File: config.mk
export PLATFORM = sky130hd
export DESIGN_NAME = pow8_sequencer_flat
export DESIGN_NICKNAME = d
export VERILOG_FILES = /design/src/rtl/pow8_sequencer_if.sv /design/src/rtl/pow8_sequencer.sv /design/src/flat_wrapper.sv
export SDC_FILE = /design/constraint.sdc
export NUM_CORES = 1
export LEC_CHECK = 0
export ABC_CLOCK_PERIOD_IN_PS = 10250
export CAP_MARGIN = 20
export CORE_MARGIN = 1.5
export CORE_UTILIZATION = 30
export DETAILED_ROUTE_END_ITERATION = 7
export MAX_ROUTING_LAYER = met4
export PLACE_DENSITY = 0.5
export SLEW_MARGIN = 5
export SYNTH_ARGS = -nofsm -noshare
export SYNTH_HDL_FRONTEND = slang
export SYNTH_SLANG_ARGS = --single-unit
File: constraint.sdc
create_clock -name clk -period 10.25 [get_ports clk]
set_input_delay 2.05 -clock clk [delete_from_list [all_inputs] [get_ports clk]]
set_output_delay 2.05 -clock clk [all_outputs]
set_load 0.05 [all_outputs]
File: src/rtl/pow8_sequencer_if.sv
// Operand/handshake bundle between the exponentiation front end and pow8_sequencer.
// The abort line exists only when POW8_ABORT_EN is defined.
interface pow8_sequencer_if #(
  parameter int EXP_W = 8
);
  logic             start_i;
  logic [7:0]       base_i;
  logic [EXP_W-1:0] exp_i;
`ifdef POW8_ABORT_EN
  logic             abort_i;
`endif
  logic             busy_o;
  logic             done_o;
  logic [7:0]       result_o;
  logic             ovf_o;

`ifdef POW8_ABORT_EN
  modport master (output start_i, base_i, exp_i, abort_i,
                  input  busy_o, done_o, result_o, ovf_o);
  modport slave  (input  start_i, base_i, exp_i, abort_i,
                  output busy_o, done_o, result_o, ovf_o);
`else
  modport master (output start_i, base_i, exp_i,
                  input  busy_o, done_o, result_o, ovf_o);
  modport slave  (input  start_i, base_i, exp_i,
                  output busy_o, done_o, result_o, ovf_o);
`endif
endinterface

File: src/rtl/pow8_sequencer.sv
// Square-and-multiply base^exp mod 256 on one shared 8x8 Wallace multiplier, with exact overflow flag.
// Optional feature macro: POW8_ABORT_EN (adds abort of an in-flight operation).

module pow8_wallace8 (
  input  logic [7:0]  a_i,
  input  logic [7:0]  b_i,
  output logic [15:0] product_o
);
  logic [15:0] pp [8];
  logic [15:0] s1a, c1a, s1b, c1b;
  logic [15:0] s2a, c2a, s2b, c2b;
  logic [15:0] s3, c3, s4, c4;

  function automatic logic [15:0] csaSum(input logic [15:0] x, input logic [15:0] y,
                                         input logic [15:0] z);
    return x ^ y ^ z;
  endfunction

  function automatic logic [15:0] csaCarry(input logic [15:0] x, input logic [15:0] y,
                                           input logic [15:0] z);
    return ((x & y) | (x & z) | (y & z)) << 1;
  endfunction

  always_comb begin
    for (int i = 0; i < 8; i++) begin
      pp[i] = b_i[i] ? (16'(a_i) << i) : 16'h0000;
    end
  end

  // Carry-save reduction 8 -> 6 -> 4 -> 3 -> 2 rows, then one carry-propagate add.
  assign s1a = csaSum(pp[0], pp[1], pp[2]);
  assign c1a = csaCarry(pp[0], pp[1], pp[2]);
  assign s1b = csaSum(pp[3], pp[4], pp[5]);
  assign c1b = csaCarry(pp[3], pp[4], pp[5]);

  assign s2a = csaSum(s1a, c1a, s1b);
  assign c2a = csaCarry(s1a, c1a, s1b);
  assign s2b = csaSum(c1b, pp[6], pp[7]);
  assign c2b = csaCarry(c1b, pp[6], pp[7]);

  assign s3  = csaSum(s2a, c2a, s2b);
  assign c3  = csaCarry(s2a, c2a, s2b);

  assign s4  = csaSum(s3, c3, c2b);
  assign c4  = csaCarry(s3, c3, c2b);

  assign product_o = s4 + c4;
endmodule

module pow8_sequencer #(
  parameter int EXP_W = 8
) (
  input  logic            clk,
  input  logic            rst_n,
  pow8_sequencer_if.slave bus
);
  localparam int IDX_W = (EXP_W > 1) ? $clog2(EXP_W) : 1;
  localparam logic [IDX_W-1:0] IDX_LAST = IDX_W'(EXP_W - 1);

  typedef enum logic [1:0] {
    S_IDLE,
    S_SQ,
    S_MUL,
    S_DONE
  } state_e;

  state_e           state_q, state_d;
  logic [7:0]       acc_q, acc_d;
  logic [7:0]       base_q, base_d;
  logic [EXP_W-1:0] exp_q, exp_d;
  logic [IDX_W-1:0] idx_q, idx_d;
  logic             ovfAcc_q, ovfAcc_d;
  logic [7:0]       result_q, result_d;
  logic             ovf_q, ovf_d;

  logic [7:0]       mulB;
  logic [15:0]      product;
  logic             prodHigh;

  // The multiplier squares acc in SQ and multiplies by the latched base in MUL.
  assign mulB = (state_q == S_MUL) ? base_q : acc_q;

  pow8_wallace8 uMul (
    .a_i      (acc_q),
    .b_i      (mulB),
    .product_o(product)
  );

  assign prodHigh = |product[15:8];

  always_comb begin
    state_d  = state_q;
    acc_d    = acc_q;
    base_d   = base_q;
    exp_d    = exp_q;
    idx_d    = idx_q;
    ovfAcc_d = ovfAcc_q;
    result_d = result_q;
    ovf_d    = ovf_q;

    case (state_q)
      S_IDLE: begin
        if (bus.start_i) begin
          base_d   = bus.base_i;
          exp_d    = bus.exp_i;
          acc_d    = 8'd1;
          ovfAcc_d = 1'b0;
          idx_d    = IDX_LAST;
          state_d  = S_SQ;
        end
      end
      S_SQ: begin
        acc_d    = product[7:0];
        ovfAcc_d = ovfAcc_q | prodHigh;
        if (exp_q[idx_q]) begin
          state_d = S_MUL;
        end else if (idx_q == '0) begin
          state_d = S_DONE;
        end else begin
          idx_d = idx_q - 1'b1;
        end
      end
      S_MUL: begin
        acc_d    = product[7:0];
        ovfAcc_d = ovfAcc_q | prodHigh;
        if (idx_q == '0) begin
          state_d = S_DONE;
        end else begin
          idx_d   = idx_q - 1'b1;
          state_d = S_SQ;
        end
      end
      S_DONE: begin
        state_d = S_IDLE;
      end
      default: begin
        state_d = S_IDLE;
      end
    endcase

`ifdef POW8_ABORT_EN
    if (bus.abort_i && ((state_q == S_SQ) || (state_q == S_MUL))) begin
      state_d = S_IDLE;
    end
`endif

    // Result registers load only on the way into DONE, so they hold until the next pulse.
    if (state_d == S_DONE) begin
      result_d = acc_d;
      ovf_d    = ovfAcc_d;
    end
  end

  always_ff @(posedge clk or negedge rst_n) begin
    if (!rst_n) begin
      state_q  <= S_IDLE;
      acc_q    <= 8'd1;
      base_q   <= 8'd0;
      exp_q    <= '0;
      idx_q    <= '0;
      ovfAcc_q <= 1'b0;
      result_q <= 8'h00;
      ovf_q    <= 1'b0;
    end else begin
      state_q  <= state_d;
      acc_q    <= acc_d;
      base_q   <= base_d;
      exp_q    <= exp_d;
      idx_q    <= idx_d;
      ovfAcc_q <= ovfAcc_d;
      result_q <= result_d;
      ovf_q    <= ovf_d;
    end
  end

  assign bus.busy_o   = (state_q != S_IDLE);
  assign bus.done_o   = (state_q == S_DONE);
  assign bus.result_o = result_q;
  assign bus.ovf_o    = ovf_q;
endmodule
File: src/flat_wrapper.sv
// flat-port wrapper written by rule: the top's interface ports become plain ports
module pow8_sequencer_flat 
#(
  parameter int EXP_W = 8
)
  (clk, rst_n, bus_start_i, bus_base_i, bus_exp_i, bus_busy_o, bus_done_o, bus_result_o, bus_ovf_o);
  pow8_sequencer_if #(.EXP_W(EXP_W)) bus_i ();
  input  logic clk;
  input  logic rst_n;
  input wire logic [$bits(bus_i.start_i)-1:0] bus_start_i;
  input wire logic [$bits(bus_i.base_i)-1:0] bus_base_i;
  input wire logic [$bits(bus_i.exp_i)-1:0] bus_exp_i;
  output wire logic [$bits(bus_i.busy_o)-1:0] bus_busy_o;
  output wire logic [$bits(bus_i.done_o)-1:0] bus_done_o;
  output wire logic [$bits(bus_i.result_o)-1:0] bus_result_o;
  output wire logic [$bits(bus_i.ovf_o)-1:0] bus_ovf_o;
  assign bus_i.start_i = bus_start_i;
  assign bus_i.base_i = bus_base_i;
  assign bus_i.exp_i = bus_exp_i;
  assign bus_busy_o = bus_i.busy_o;
  assign bus_done_o = bus_i.done_o;
  assign bus_result_o = bus_i.result_o;
  assign bus_ovf_o = bus_i.ovf_o;
  pow8_sequencer #(.EXP_W(EXP_W)) u_core (.clk(clk), .rst_n(rst_n), .bus(bus_i));
endmodule
==> impl_metrics.yaml, run 1 <==
status:
  status: "finished clean"
setup_path:
  rr_worst_depth: 17
  crit_arrival_ns: 5.87
  r2r_end: "u_core.bus.ovf_o"
  cp_max_fo: 11
  endpoint_kind: "register"
  critPathKind: "register to register"
  startpoint_type: "register"
  rr_startpoint: "u_core.state_q[0]"
  worstPathRequired_ns: 10.43
  worst-r2r-setup-slack_ns: 4.56
timing:
  timing.fmax_ghz: 0.1756
  setup_viol: 0
  hold_violations: 0
  fin_tns_setup_ns: 0
  final_max_slew_viol_count: 0
  final.setup.worst_slack_ns: 4.556
  clock_skew_ns: 0.009051
  max_slew_margin_pct: 40.69
  tightestPinTransition_ns: 0.8896
  fin_crit_ns: 5.694
  post-route-period-util_pct: 55.55
  rsz0062_at_grt: "false"
cells_and_area:
  layout-drive-gt1-share_pct: 11.76
  utilization_pct: 36.02
  area_growth_pct: 16.16
  antennaDiodeCount: 0
  final_nets: 479
  layout_common_cells: "inv_1, nand2_1, fa_1"
synth:
  synth_edf_count: 0
  synth_warnings: 0
  synth_nets: 457
  synth_async_sr_flop_share_pct: 100.0
  seq_area_frac_synth_pct: 26.13
  synth_area_leaders: "dfrtp_1, fa_1, ha_1"
  avgSynthCellArea_sq_um: 10.16
  syn_area_sq_mm: 0.003740
  ys_dominant_reg_cell: "dfrtp_1"
  synthCells: 368
  yosysTopAreaCell: "dfrtp_1"
  synth_seq_cells: 39
  synth_top_area_share_pct: 25.43
  synth_cell_types: 45
power:
  power.density_mw_per_mm2: 233.1
  peakVddDrop_v: 0.00009784
  leakage_nw: 2.025
floorplan:
  die_w_um: 114.7
  io_pins: 30
  initial_utilization_pct: 31.01
  coreArea_sq_mm: 0.01206
  die_y_um: 114.7
  dieArea_sq_mm: 0.01314
  rows: 40
clock_network:
  cts.path.max_buffers: 2
  h-tree-depth: 2
  cts_root_buf: "clkbuf_16"
  clk_latency_ns: 0.29
  cts_resized: 0
  cts_hold_buf: 0
  cts.sinks: 39
  cts_setup_buffers: 0
  clk_pin_slew_ns: 0.06
  cts_tree: "done"
  cts_inserted_buffers: 5
route:
  ant_nets: 0
  routed-via-count: 2642
  wire_per_inst_um: 14.41
  vias_per_cell: 4.726
  wirelength_um: 8057
  initialDrtViolationCount: 158
  drt-pass1-iter-count: 4
  drc: 0
placement:
  dp_slack_ns: 4.547
  dp_hpwl_um: 6436
  gp_congestion: 0.8940
  portBuffers: 29
global_route:
  grt_max_degree: 40
  grt.total_usage_pct: 13.79
  globalRouteOverflowTotal: 0
  grt_pass1_wl_um: 13680
  grt_pass1_vias: 2718
  antenna_found_initial: 0
run:
  drv_cap: 0
min_path:
  min_from: "u_core.exp_q[6]"
  holdPathStages: 1
  hp-class: "register to register"
  min_to: "u_core.exp_q[6]"
[critical path, stage by stage (launching register included)]
cell      delay, ns
dfrtp_1        0.41
inv_1          0.13
ha_1           0.43
mux2_2         0.46
nand2_1        0.11
fa_1           0.45
fa_1           0.52
fa_1           0.50
inv_1          0.04
ha_1           0.27
ha_1           0.24
fa_1           0.46
a211o_1        0.34
a211o_1        0.30
a221oi_1       0.31
xor2_1         0.18
a41oi_1        0.14
mux2_4         0.30
[state kept, by name, indices dropped and copies added (netlist names)]
signal               cells
u_core.idx_q             3
u_core.base_q            8
u_core.state_q           2
u_core.acc_q             8
u_core.bus.ovf_o         1
u_core.ovfAcc_q          1
u_core.bus.result_o      8
u_core.exp_q             8
[how the worst max path moves through the flow]
| stage | slack [ns] | endpoint | startpoint | cells past startpoint |
|---|---|---|---|---|
| final | 4.56 | u_core.bus.ovf_o | u_core.state_q[0] | 17 |
| after global routing | 4.18 | u_core.bus.ovf_o | u_core.state_q[0] | 18 |
| after CTS | 4.51 | u_core.bus.ovf_o | u_core.state_q[0] | 17 |
| after detailed placement | 4.55 | u_core.bus.ovf_o | u_core.state_q[0] | 17 |
| after global placement | 4.68 | u_core.bus.ovf_o | u_core.state_q[0] | 17 |
| after floorplan | 4.81 | u_core.bus.ovf_o | u_core.state_q[0] | 18 |
[Yosys cell counts (4+ instances only)]
library cell	number
ha_1	31
inv_1	48
mux2_4	9
nor2_1	14
mux2_2	24
clkbuf_1	12
and2_1	17
dfrtp_1	38
nand2_1	48
fa_1	39
o21ai_0	17
a211o_1	4
nor2b_1	5
a22o_1	8
a21oi_1	9
[cells by family after synthesis]
logic type      after synthesis  share of synthesized area, %
mux                          36                         12.31
buf+inv                      62                         6.423
simple gates                 97                         12.04
xor+xnor                      3                        0.7027
flops                        39                         26.13
fa+ha+maj                    70                         31.25
compound gates               61                         11.14
[metal layers]
metal | global-route usage [%] | routed length [um]
met1 | 18.01 | 3844
met2 | 22.12 | 3831
met3 | 2.435 | 248
met4 | 3.750 | 133
met5 | - | 0
[area by class of cell]
| class | count | area [sq um] |
|---|---|---|
| sequential | 39 | 977.2 |
| clock inverter | 3 | 43.79 |
| fill | 1218 | 7717 |
| clock buffer | 5 | 125.1 |
| tap | 168 | 210.2 |
| timing repair buffer | 29 | 285.3 |
| multi-input combinational | 267 | 2522 |
| inverter | 48 | 180.2 |
[stage by stage]
stage          cell area [sq um]  power (mW)  hold slack (ns)  instances
3_5_place_dp                4175      0.8399           0.4897        551
2_1_floorplan               3740      0.6902           0.4739        368
5_1_grt                     4344       1.097           0.5085        559
4_1_cts                     4344       1.027           0.5045        559
6_report                    4344       1.013           0.5018        559
3_3_place_gp                4175      0.8319           0.4835        551
[power breakdown]
group,switching [mW],internal (mW)
combinational,0.300,0.234
sequential,0.0775,0.221
clock,0.0653,0.115
total,0.442,0.570
Power figures use the tool's default switching activity.
==> run 2: changes to the inputs <==
--- a/config.mk
+++ b/config.mk
@@ -5,13 +5,13 @@
 export SDC_FILE = /design/constraint.sdc
 export NUM_CORES = 1
 export LEC_CHECK = 0
-export ABC_CLOCK_PERIOD_IN_PS = 10250
+export ABC_CLOCK_PERIOD_IN_PS = 5000
 export CAP_MARGIN = 20
 export CORE_MARGIN = 1.5
 export CORE_UTILIZATION = 30
 export DETAILED_ROUTE_END_ITERATION = 7
 export MAX_ROUTING_LAYER = met4
-export PLACE_DENSITY = 0.5
+export PLACE_DENSITY = 0.51
 export SLEW_MARGIN = 5
 export SYNTH_ARGS = -nofsm -noshare
 export SYNTH_HDL_FRONTEND = slang
==> constraint.sdc (replaced) <==
create_clock -name clk -period 5 [get_ports clk]
set_input_delay 1 -clock clk [delete_from_list [all_inputs] [get_ports clk]]
set_output_delay 1 -clock clk [all_outputs]
set_load 0.05 [all_outputs]
==> run 2 against run 1 <==
Effect of this change: die area is the same; routed wire length grew 8.4%; worst hold slack gained 0.0045 ns; core utilization grew 2.9 points; via count grew 5.2%; critical path depth is the same; fmax grew 14%; highest routed layer unchanged; register-to-register slack lost 4.6 ns; sequential share of layout area shrank 1.7 points; total power grew 120%; critical path type unchanged; sequential power grew 92%.
==> impl_metrics.yaml, run 2 (synthesis gave the netlist of run 1 again) <==
placement:
  gp_congestion: 0.8560
  portBuffers: 29
  dp_hpwl_um: 6997
  detailed_place.area_sq_mm: 0.004402
cells_and_area:
  utilization_pct: 38.93
  layout_common_cells: "nand2_1, inv_1, dfrtp_1"
  fillCellCount: 1190
  final_common_cell: "nand2_1"
  final_nets: 509
  final_cell_area_sq_mm: 0.004696
  layout-drive-gt1-share_pct: 22.57
  multiInputGateArea_sq_mm: 0.002673
  area_growth_pct: 25.56
  seqCellArea_sq_um: 977.2
  antennaDiodeCount: 0
global_route:
  grt_max_degree: 40
  grt-busiest-layer: "met2"
  grt_use_met1_pct: 19.69
  globalRouteOverflowTotal: 0
  antenna_found_initial: 0
  grt_pass1_wl_um: 14390
  gr-usage-met2_pct: 22.51
  met3_usage_pct: 2.435
  grt_pass1_vias: 2917
  grt.total_usage_pct: 14.43
route:
  wirelength_um: 8736
  drt-pass1-iter-count: 4
  ant_nets: 0
  initialDrtViolationCount: 120
  drc: 0
  vias_per_cell: 4.720
  routed-via-count: 2780
  wire_per_inst_um: 14.83
clock_network:
  clk_latency_ns: 0.29
  cts.sinks: 39
  cts_tree: "done"
  cts_root_buf: "clkbuf_16"
  cts.path.max_buffers: 2
  cts_hold_buf: 0
  cts_inserted_buffers: 5
  h-tree-depth: 2
  clk_pin_slew_ns: 0.05
power:
  power.density_mw_per_mm2: 476.8
  pwr-share-comb_pct: 60.5
  p_seq_share_pct: 25.6
  internal_power_mw: 1.265
  leakage_nw: 2.152
  clock_power_share_pct: 13.9
  switching_share_pct: 43.49
  peakVddDrop_v: 0.0001690
  power_mw: 2.239
  switchingPower_uw: 973.6
floorplan:
  rows: 40
  io_pins: 30
  die_y_um: 114.7
  die_w_um: 114.7
  coreArea_sq_mm: 0.01206
  dieArea_sq_mm: 0.01314
  initial_utilization_pct: 31.01
timing:
  whs_ns: 0.5063
  hold_violations: 0
  final_max_slew_viol_count: 0
  timing.fmax_ghz: 0.2001
  tightestPinTransition_ns: 0.8961
  post-route-period-util_pct: 99.96
  fin_crit_ns: 4.998
  max_slew_margin_pct: 40.26
  rsz0062_at_grt: "true"
  clock_skew_ns: 0.008261
  setup_viol: 0
setup_path:
  critPathKind: "register to register"
  cp_max_fo: 6
  rr_worst_depth: 17
  worstPathRequired_ns: 5.17
  crit_arrival_ns: 5.17
  endpoint_kind: "register"
  startpoint_type: "register"
status:
  status: "finished clean"
min_path:
  hp-class: "register to register"
  holdPathStages: 1
run:
  drv_cap: 0
run 2: cell count changes in the layout (fill, tap and decap cells not counted), moves of 3 or more:
cell	previous run	this run
buf_4	0	29
ha_1	31	23
ha_4	0	6
mux2_2	24	19
mux2_4	9	14
inv_1	48	45
run 2: final timing paths:
path                                        start  slack (ns)                endpoint
max                             u_core.state_q[0]       0.002        u_core.bus.ovf_o
min                        u_core.bus.result_o[6]        0.51  u_core.bus.result_o[6]
max reg2reg                     u_core.state_q[0]       0.002        u_core.bus.ovf_o
min reg2reg                u_core.bus.result_o[6]        0.51  u_core.bus.result_o[6]
max in group asynchronous                   rst_n        3.60       u_core.state_q[0]
min in group asynchronous                   rst_n        0.84         u_core.acc_q[5]
run 2: routing by layer:
layer | wire length (um) | part of all wire, % | up-vias
li1 | - | - | 1327
met1 | 4293 | 49 | 1405
met2 | 4100 | 47 | 41
met3 | 256 | 2.9 | 7
met4 | 86 | 0.98 | 0
met5 | 0 | 0 | -
run 2: worst max-delay path, stage by stage, from the launching register on:
cell      delay, ns
dfrtp_1        0.39
inv_2          0.08
ha_4           0.21
mux2_4         0.36
nand2_1        0.09
fa_1           0.44
fa_1           0.57
fa_1           0.41
inv_1          0.10
ha_4           0.21
ha_4           0.16
fa_2           0.37
a211o_1        0.34
a211o_1        0.29
a221oi_2       0.26
xor2_1         0.19
a41oi_2        0.13
mux2_4         0.28
run 2: layout make-up:
class | instances | share of cell area (%)
multi-input cells | 267 | 56.91
flip-flops and latches | 39 | 20.81
repair buffers | 59 | 10.95
well taps | 168 | 4.476
inverters | 48 | 3.917
clock buffers | 7 | 2.824
clock inverters | 1 | 0.1066
run 2: power groups by stage:
stage	Combinational, mW	Sequential, mW	Clock (mW)
after floorplan	0.837	0.612	0
after global placement	1.25	0.573	0
after detailed placement	1.28	0.573	0
after CTS	1.35	0.572	0.322
after global routing	1.48	0.590	0.332
final	1.35	0.573	0.312
run 2: metrics by stage:
step	setup WS, ns	std cells	TNS (ns)
after floorplan	0.01016	368	0
after global placement	-0.04620	573	-0.04620
after detailed placement	-0.1202	573	-0.1202
after CTS	0.001213	589	0
after global routing	-0.1686	589	-0.1686
final	0.002221	589	0
run 2: repair_timing:
item,CTS,global route
endpoints found under the setup margin,1,1
setup buffers,8,0
cloned,0,0
gates resized for setup,16,4
pin swaps,15,1
==> run 3: changes to the inputs <==
--- a/config.mk
+++ b/config.mk
@@ -9,6 +9,7 @@
 export CAP_MARGIN = 20
 export CORE_MARGIN = 1.5
 export CORE_UTILIZATION = 30
+export CTS_BUF_LIST = sky130_fd_sc_hd__clkbuf_8 sky130_fd_sc_hd__clkbuf_16
 export DETAILED_ROUTE_END_ITERATION = 7
 export MAX_ROUTING_LAYER = met4
 export PLACE_DENSITY = 0.51
==> run 3 against run 2 <==
Effect of this change: clock power hardly changed; non-clock buffer count stayed put; count of clock-buffer cells in the layout down 2; routed wire length about the same; highest routed layer unchanged.
==> impl_metrics.yaml, run 3 (synthesis gave the netlist of run 1 again) <==
status:
  status: "finished clean"
placement:
  dp_hpwl_um: 6997
  gp_congestion: 0.8560
  portBuffers: 29
cells_and_area:
  area_growth_pct: 25.56
  antennaDiodeCount: 0
  final_common_cell: "inv_1"
  multiInputGateArea_sq_mm: 0.002673
  final_nets: 509
  utilization_pct: 38.93
  layout-drive-gt1-share_pct: 22.57
  fillCellCount: 1190
  layout_common_cells: "inv_1, nand2_1, dfrtp_1"
  seqCellArea_sq_um: 977.2
timing:
  setup_viol: 0
  hold_violations: 0
  tightestPinTransition_ns: 0.8961
  timing.fmax_ghz: 0.2001
  max_slew_margin_pct: 40.26
  whs_ns: 0.5065
  clock_skew_ns: 0.007839
  fin_crit_ns: 4.998
  rsz0062_at_grt: "true"
  post-route-period-util_pct: 99.96
  final_max_slew_viol_count: 0
run:
  drv_cap: 0
setup_path:
  crit_arrival_ns: 5.17
  cp_max_fo: 6
  r2r_end: "u_core.bus.ovf_o"
  worst-r2r-setup-slack_ns: 0.002
  worstPathRequired_ns: 5.17
  critPathKind: "register to register"
  rr_worst_depth: 17
  startpoint_type: "register"
  endpoint_kind: "register"
  rr_startpoint: "u_core.state_q[0]"
route:
  drt-pass1-iter-count: 4
  drc: 0
  initialDrtViolationCount: 120
  vias_per_cell: 4.715
  routed-via-count: 2777
  ant_nets: 0
  wirelength_um: 8744
  wire_per_inst_um: 14.85
floorplan:
  io_pins: 30
  coreArea_sq_mm: 0.01206
  die_y_um: 114.7
  dieArea_sq_mm: 0.01314
  rows: 40
  initial_utilization_pct: 31.01
  die_w_um: 114.7
global_route:
  grt_pass1_vias: 2917
  met3_usage_pct: 2.435
  grt.total_usage_pct: 14.43
  grt_max_degree: 40
  gr-usage-met2_pct: 22.51
  globalRouteOverflowTotal: 0
  grt-busiest-layer: "met2"
  grt_use_met1_pct: 19.69
  grt_pass1_wl_um: 14390
  antenna_found_initial: 0
power:
  leakage_nw: 2.161
  power.density_mw_per_mm2: 476.2
  peakVddDrop_v: 0.0001694
clock_network:
  clk_latency_ns: 0.29
  cts_inserted_buffers: 5
  h-tree-depth: 2
  cts.sinks: 39
  clk_pin_slew_ns: 0.05
  cts.path.max_buffers: 2
  cts_root_buf: "clkbuf_16"
  cts_tree: "done"
min_path:
  hp-class: "register to register"
  min_from: "u_core.bus.result_o[6]"
  holdPathStages: 1
  min_to: "u_core.bus.result_o[6]"
## run 3: worst max-delay path: stages, from the launching register on
cell	delay, ns
dfrtp_1	0.39
inv_2	0.08
ha_4	0.21
mux2_4	0.36
nand2_1	0.09
fa_1	0.44
fa_1	0.57
fa_1	0.41
inv_1	0.10
ha_4	0.21
ha_4	0.16
fa_2	0.37
a211o_1	0.34
a211o_1	0.29
a221oi_2	0.26
xor2_1	0.19
a41oi_2	0.13
mux2_4	0.28
## run 3: report_power, final
| group | internal, mW | total, mW | leakage [nW] | switching, mW |
|---|---|---|---|---|
| logic | 0.626 | 1.35 | 1.60 | 0.728 |
| registers | 0.454 | 0.573 | 0.487 | 0.119 |
| clock network | 0.180 | 0.309 | 0.0762 | 0.128 |
## run 3: routing by layer
layer	up-vias	part of all wire, %
met5	-	0
met4	0	0.97
met3	8	2.8
met2	38	47
met1	1406	49
li1	1325	-
## run 3: timing repair
item / CTS / global route
hold buffers: 0 / 0
pin swaps: 15 / 1
setup buffers: 8 / 0
setup endpoints to repair: 1 / 1
resized for setup: 16 / 4
## run 3: how the worst max path moves through the flow
stage | start | endpoint | slack, ns | cells after the start
finish | u_core.state_q[0] | u_core.bus.ovf_o | 0.002 | 17
global route | u_core.state_q[0] | u_core.bus.ovf_o | -0.17 | 17
floorplan | u_core.state_q[0] | u_core.bus.ovf_o | 0.01 | 18
global placement | u_core.state_q[0] | u_core.bus.ovf_o | -0.05 | 18
CTS | u_core.state_q[0] | u_core.bus.ovf_o | 0.001 | 18
detailed placement | u_core.state_q[0] | u_core.bus.ovf_o | -0.12 | 18
## run 3: cell type report
type                    instances  area share (%)
clock buffers                   5           2.665
clock inverters                 3          0.2665
inverters                      48           3.917
multi-input cells             267           56.91
flip-flops and latches         39           20.81
well taps                     168           4.476
repair buffers                 59           10.95
## run 3: stage by stage
stage	power (mW)	std cells	TNS, ns	worst slack (ns)	cell area, sq um
floorplan	1.449	368	0	0.01016	3811
global placement	1.825	573	-0.04620	-0.04620	4402
detailed placement	1.850	573	-0.1202	-0.1202	4402
CTS	2.244	589	0	0.001213	4678
global route	2.402	589	-0.1686	-0.1686	4696
finish	2.236	589	0	0.002196	4696
